$ cat src/rtl/hilo_md_unit.sv
// HI/LO register owner with a 32-step shift-add multiplier and restoring divider.
// Signed operations run on magnitudes; the sign fix-up happens in FIX.
module hilo_md_unit (
  input  logic        clk,
  input  logic        rst,
  input  logic        start,
  input  logic [2:0]  op,
  input  logic [31:0] a,
  input  logic [31:0] b,
  input  logic        hiread,
  input  logic        loread,
  input  logic        flush,
  output logic [31:0] hi,
  output logic [31:0] lo,
  output logic        busy,
  output logic        stall,
  output logic        done
);

  typedef enum logic [1:0] {
    IDLE = 2'b00,
    RUN  = 2'b01,
    FIX  = 2'b10
  } state_t;

  localparam logic [2:0] OP_MTHI = 3'b100;
  localparam logic [2:0] OP_MTLO = 3'b101;

  function automatic logic [31:0] abs32(input logic [31:0] x, input logic en);
    logic [31:0] r;
    if (en && x[31]) begin
      r = ~x + 32'd1;
    end else begin
      r = x;
    end
    return r;
  endfunction

  function automatic logic [31:0] cneg32(input logic [31:0] x, input logic en);
    logic [31:0] r;
    if (en) begin
      r = ~x + 32'd1;
    end else begin
      r = x;
    end
    return r;
  endfunction

  function automatic logic [63:0] cneg64(input logic [63:0] x, input logic en);
    logic [63:0] r;
    if (en) begin
      r = ~x + 64'd1;
    end else begin
      r = x;
    end
    return r;
  endfunction

  state_t      state_r, state_s;
  logic [31:0] hi_r, hi_s;
  logic [31:0] lo_r, lo_s;
  logic        busy_r, busy_s;
  logic        done_r, done_s;
  logic [4:0]  cnt_r, cnt_s;
  logic        is_div_r, is_div_s;
  logic        sgn_op_r, sgn_op_s;
  logic        sign_a_r, sign_a_s;
  logic        sign_b_r, sign_b_s;
  logic        div0_r, div0_s;
  logic [31:0] a_r, a_s;
  // multiplicand for multiply, divisor magnitude for divide
  logic [31:0] opb_r, opb_s;
  // multiply: product; divide: remainder in [63:32], quotient in [31:0]
  logic [63:0] acc_r, acc_s;

  logic        op_signed_s;
  logic [32:0] mul_sum_s;
  logic [63:0] mul_step_s;
  logic [32:0] rem_ext_s;
  logic [33:0] div_diff_s;
  logic [63:0] div_step_s;
  logic [63:0] prod_s;
  logic [31:0] quot_s;
  logic [31:0] remd_s;

  assign op_signed_s = ~op[0];

  // One iteration of each algorithm plus the signed result fix-up.
  always_comb begin
    mul_sum_s  = {1'b0, acc_r[63:32]} + (acc_r[0] ? {1'b0, opb_r} : 33'd0);
    mul_step_s = {mul_sum_s, acc_r[31:1]};
    rem_ext_s  = {acc_r[63:32], acc_r[31]};
    div_diff_s = {1'b0, rem_ext_s} - {2'b00, opb_r};
    if (!div_diff_s[33]) begin
      div_step_s = {div_diff_s[31:0], acc_r[30:0], 1'b1};
    end else begin
      div_step_s = {rem_ext_s[31:0], acc_r[30:0], 1'b0};
    end
    prod_s = cneg64(acc_r, sgn_op_r && (sign_a_r != sign_b_r));
    quot_s = cneg32(acc_r[31:0], sgn_op_r && (sign_a_r != sign_b_r));
    remd_s = cneg32(acc_r[63:32], sgn_op_r && sign_a_r);
  end

  // Next-state and next-register values for the sequencer.
  always_comb begin
    state_s  = state_r;
    hi_s     = hi_r;
    lo_s     = lo_r;
    done_s   = 1'b0;
    cnt_s    = cnt_r;
    is_div_s = is_div_r;
    sgn_op_s = sgn_op_r;
    sign_a_s = sign_a_r;
    sign_b_s = sign_b_r;
    div0_s   = div0_r;
    a_s      = a_r;
    opb_s    = opb_r;
    acc_s    = acc_r;
    case (state_r)
      IDLE: begin
        if (start && !flush) begin
          if (op == OP_MTHI) begin
            hi_s = a;
          end else if (op == OP_MTLO) begin
            lo_s = a;
          end else if (!op[2]) begin
            is_div_s = op[1];
            sgn_op_s = op_signed_s;
            sign_a_s = a[31] & op_signed_s;
            sign_b_s = b[31] & op_signed_s;
            a_s      = a;
            cnt_s    = 5'd0;
            if (op[1]) begin
              acc_s = {32'd0, abs32(a, op_signed_s)};
              opb_s = abs32(b, op_signed_s);
            end else begin
              acc_s = {32'd0, abs32(b, op_signed_s)};
              opb_s = abs32(a, op_signed_s);
            end
            if (op[1] && (b == 32'd0)) begin
              div0_s  = 1'b1;
              state_s = FIX;
            end else begin
              div0_s  = 1'b0;
              state_s = RUN;
            end
          end else begin
            state_s = IDLE;
          end
        end else begin
          state_s = IDLE;
        end
      end
      RUN: begin
        if (flush) begin
          state_s = IDLE;
        end else begin
          acc_s = is_div_r ? div_step_s : mul_step_s;
          cnt_s = cnt_r + 5'd1;
          if (cnt_r == 5'd31) begin
            state_s = FIX;
          end else begin
            state_s = RUN;
          end
        end
      end
      FIX: begin
        state_s = IDLE;
        if (!flush) begin
          done_s = 1'b1;
          if (div0_r) begin
            hi_s = a_r;
            lo_s = 32'hFFFF_FFFF;
          end else if (is_div_r) begin
            hi_s = remd_s;
            lo_s = quot_s;
          end else begin
            hi_s = prod_s[63:32];
            lo_s = prod_s[31:0];
          end
        end else begin
          done_s = 1'b0;
        end
      end
      default: begin
        state_s = IDLE;
      end
    endcase
    busy_s = (state_s != IDLE);
  end

  // State and datapath registers.
  always_ff @(posedge clk or posedge rst) begin
    if (rst) begin
      state_r  <= IDLE;
      hi_r     <= 32'd0;
      lo_r     <= 32'd0;
      busy_r   <= 1'b0;
      done_r   <= 1'b0;
      cnt_r    <= 5'd0;
      is_div_r <= 1'b0;
      sgn_op_r <= 1'b0;
      sign_a_r <= 1'b0;
      sign_b_r <= 1'b0;
      div0_r   <= 1'b0;
      a_r      <= 32'd0;
      opb_r    <= 32'd0;
      acc_r    <= 64'd0;
    end else begin
      state_r  <= state_s;
      hi_r     <= hi_s;
      lo_r     <= lo_s;
      busy_r   <= busy_s;
      done_r   <= done_s;
      cnt_r    <= cnt_s;
      is_div_r <= is_div_s;
      sgn_op_r <= sgn_op_s;
      sign_a_r <= sign_a_s;
      sign_b_r <= sign_b_s;
      div0_r   <= div0_s;
      a_r      <= a_s;
      opb_r    <= opb_s;
      acc_r    <= acc_s;
    end
  end

  assign hi    = hi_r;
  assign lo    = lo_r;
  assign busy  = busy_r;
  assign done  = done_r;
  assign stall = busy_r & (start | hiread | loread);

endmodule

$ cat config.mk
export PLATFORM = sky130hd
export DESIGN_NAME = hilo_md_unit
export DESIGN_NICKNAME = d
export VERILOG_FILES = /design/src/rtl/hilo_md_unit.sv
export SDC_FILE = /design/constraint.sdc
export NUM_CORES = 1
export LEC_CHECK = 0
export CAP_MARGIN = 20
export CORE_MARGIN = 2
export CORE_UTILIZATION = 50
export CTS_BUF_LIST = sky130_fd_sc_hd__clkbuf_8
export DETAILED_ROUTE_END_ITERATION = 12
export GPL_TIMING_DRIVEN = 0
export PLACE_DENSITY = 0.73
export SKIP_LAST_GASP = 1
export SYNTH_ARGS = -nofsm -noshare
export SYNTH_HDL_FRONTEND = slang
export SYNTH_SLANG_ARGS = --single-unit
export TNS_END_PERCENT = 50
$ cat constraint.sdc
create_clock -name clk -period 7.4 [get_ports clk]
set_input_delay 1.48 -clock clk [delete_from_list [all_inputs] [get_ports clk]]
set_output_delay 1.48 -clock clk [all_outputs]
set_load 0.02 [all_outputs]
==> results.md <==
* Status: completed
* Synth Register Bits at 206
* Slew headroom at 27.39%
* CTS max path bufs at 3
* Syn nets at 2289
* Final Hold Vio Count at 0
* Top post-synthesis cells by count: 286 x nand2_1, 220 x o21ai_0, 206 x dfrtp_1, 203 x nor2_1, 194 x a21oi_1
* Layout Nets at 2463
* Worst Setup Path Type: register to register
* Leak Pwr at 8.448 nW
* Biggest area consumer among synthesized cells: dfrtp_1
* Post-CTS Setup Inserts at 0
* Pwr per Cell Area at 367.3 nW/µm²
* Area occupied by multi-input gates at 10570 µm²
* Diode count at 0
* Max Fanout on Critical Path at 10
* Wire per inst at 24.25 µm
* Vias in the first global route at 16590
* Register area at 5155 µm²
* Cells after Synth at 2144
* DRC errors left at 0
* Synth Warn # at 0
* GRT overflow at 0
* DRT Pass-1 Iters at 6
* Measured slew at the worst slew-check pin at 1082 ps
* DP Wirelength at 52890 µm
* # clock sinks at 206
* PostCTS Resize Cnt at 0
* FMAX at 210.4 MHz
* CTS Root Cell: clkbuf_8
* Die H at 186.3 µm
* Critical Path AT at 5180 ps
* Starting density of the core at 50.94%
* Unrepaired setup endpoints after global routing: no
* Die ar. at 34710 µm²
* Post-synth EDFFs at 0
* Area of the core at 32620 µm²
* Width of the die at 186.3 µm
* CP endpoint kind: register
* Routability Congestion at 1.001
* Initial DRC count at 2032
* CTS clk-pin slew, worst paths at 60 ps
* Initial antenna violation count at 3
* Total wire length at 67510 µm
* CTS tree: yes
* Slew Viols, Final at 0
* Area after DPL at 18530 µm²
* Worst vdd ir at 0.2921 mV
* Cts hold-fix bufs at 0
* Number of placement rows at 66
* Yosys cell types at 86
* Share of post-route cells with drive strength above 1 at 4.526%
* Most frequent cell after synthesis: nand2_1
* Worst EP required at 7830 ps
* Design area at 19280 µm²
* Fill count at 3140
* Hold slack at 477.3 ps
* Min-delay worst type: register to register
* Layout area overhead at 16.04%
* Primary FF master, synth: dfrtp_1
* Post-DRT Antenna Nets at 0
* First-pass GRT wire length at 100900 µm
* PortBufs at 132
* Crit path time final at 4752 ps
* Tcrit/Tclk final at 64.22%
* Mapped Area at 16620 µm²
* Max Cap Viol at 0
* Startpoint Class: register
* Fin util at 59.11%
* Clk_skew at 24.35 ps
* # setup viols final at 0
* Vias per cell at 6.344
* Vias at 17660
* Total GRT Usage at 37.89%
* Io pins at 140
* Async S/R FF share, synth at 100.0%
* CTS buffer count at 39
* Clock latency on the worst-skew pair at 570 ps
* Synth area leaders: dfrtp_1 31%, o21ai_0 6.6%, nand2_1 6.5%, a21oi_1 5.8%, ha_1 5.3%
* Sequential cell area fraction in the yosys report at 31.02%
* Largest net degree at the start of global routing at 122
* Yosys top cell area share at 31.02%
* Sum Neg Setup Slack at 0 ps
* Syn Area/Cell at 7.751 µm²
* H-tree depth at 2
## worst max-delay path: stages (launching register included)
cell and delay, ps:
dfrtp_1 610, inv_1 270, clkbuf_1 400, nor2_1 110
ha_1 370, a21o_1 200, a211o_1 220, o21ai_0 410
a21oi_1 330, a211o_1 380, a311oi_1 520, nor4_1 120
nor4_1 530, nand3_1 140
## final timing paths
kind | start | slack, ps | cells after the start | endpoint
max | acc_r[0] | 2650 | 13 | acc_r[61]
min | a_r[26] | 480 | 2 | a_r[26]
max reg2reg | acc_r[0] | 2650 | 13 | acc_r[61]
min reg2reg | a_r[26] | 480 | 2 | a_r[26]
max in group asynchronous | rst | 4910 | 3 | acc_r[4]
min in group asynchronous | rst | 1410 | 2 | hi[15]
## power by group
group          total, mW  leakage, nW  switching, mW  internal [mW]
logic               4.08         5.44           2.53           1.56
clock network       1.13        0.423          0.529          0.606
registers           1.87         2.58          0.448           1.42
total               7.08         8.45           3.50           3.58
## routing by layer
| layer | wire, µm | GRT usage (%) | up-vias |
|---|---|---|---|
| li1 | - | - | 7998 |
| met1 | 28390 | 52.95 | 8423 |
| met2 | 28690 | 56.08 | 1063 |
| met3 | 7712 | 9.272 | 175 |
| met4 | 2715 | 15.48 | 2 |
| met5 | 9 | 0 | - |
## cells in the final DEF, fill, tap and decap left out, types with 84 or more instances in the layout
cell	count
xor2_1	89
clkbuf_1	106
nor2_1	203
o21ai_0	220
clkdlybuf4s50_1	132
inv_1	84
dfrtp_1	206
a21oi_1	194
xnor2_1	87
nand2_1	286
## per-stage QoR
step / setup WS [ps] / std cells / total power, mW
after floorplan: 295.9 / 2144 / 4.486
after global placement: -2623 / 2718 / 5.757
after detailed placement: 2584 / 2719 / 5.819
after CTS: 2927 / 2784 / 6.956
after global routing: 2523 / 2784 / 7.485
final: 2648 / 2784 / 7.082
## sequential cells by signal, indices dropped and copies added (netlist names), 2 cells and up
signal   count
lo          32
opb_r       32
state_r      2
cnt_r        5
hi          32
a_r         32
acc_r       64
## final cells by class
class	count	share of cell area (%)
Multi-Input combinational cell	1722	54.82
Sequential cell	206	26.73
Timing Repair Buffer	133	6.995
Clock buffer	47	3.355
Buffer	140	3.147
Tap cell	442	2.868
Inverter	76	1.518
Clock inverter	18	0.5645
## cell families after synthesis
logic type,count (synthesis),synth area share (%)
simple gates,720,19.89
compound gates,688,24.92
fa+ha+maj,72,5.512
mux,66,4.013
buf+inv,216,5.369
xor+xnor,176,9.276
flops,206,31.02
Note: power is estimated with default switching activity, not from simulation.
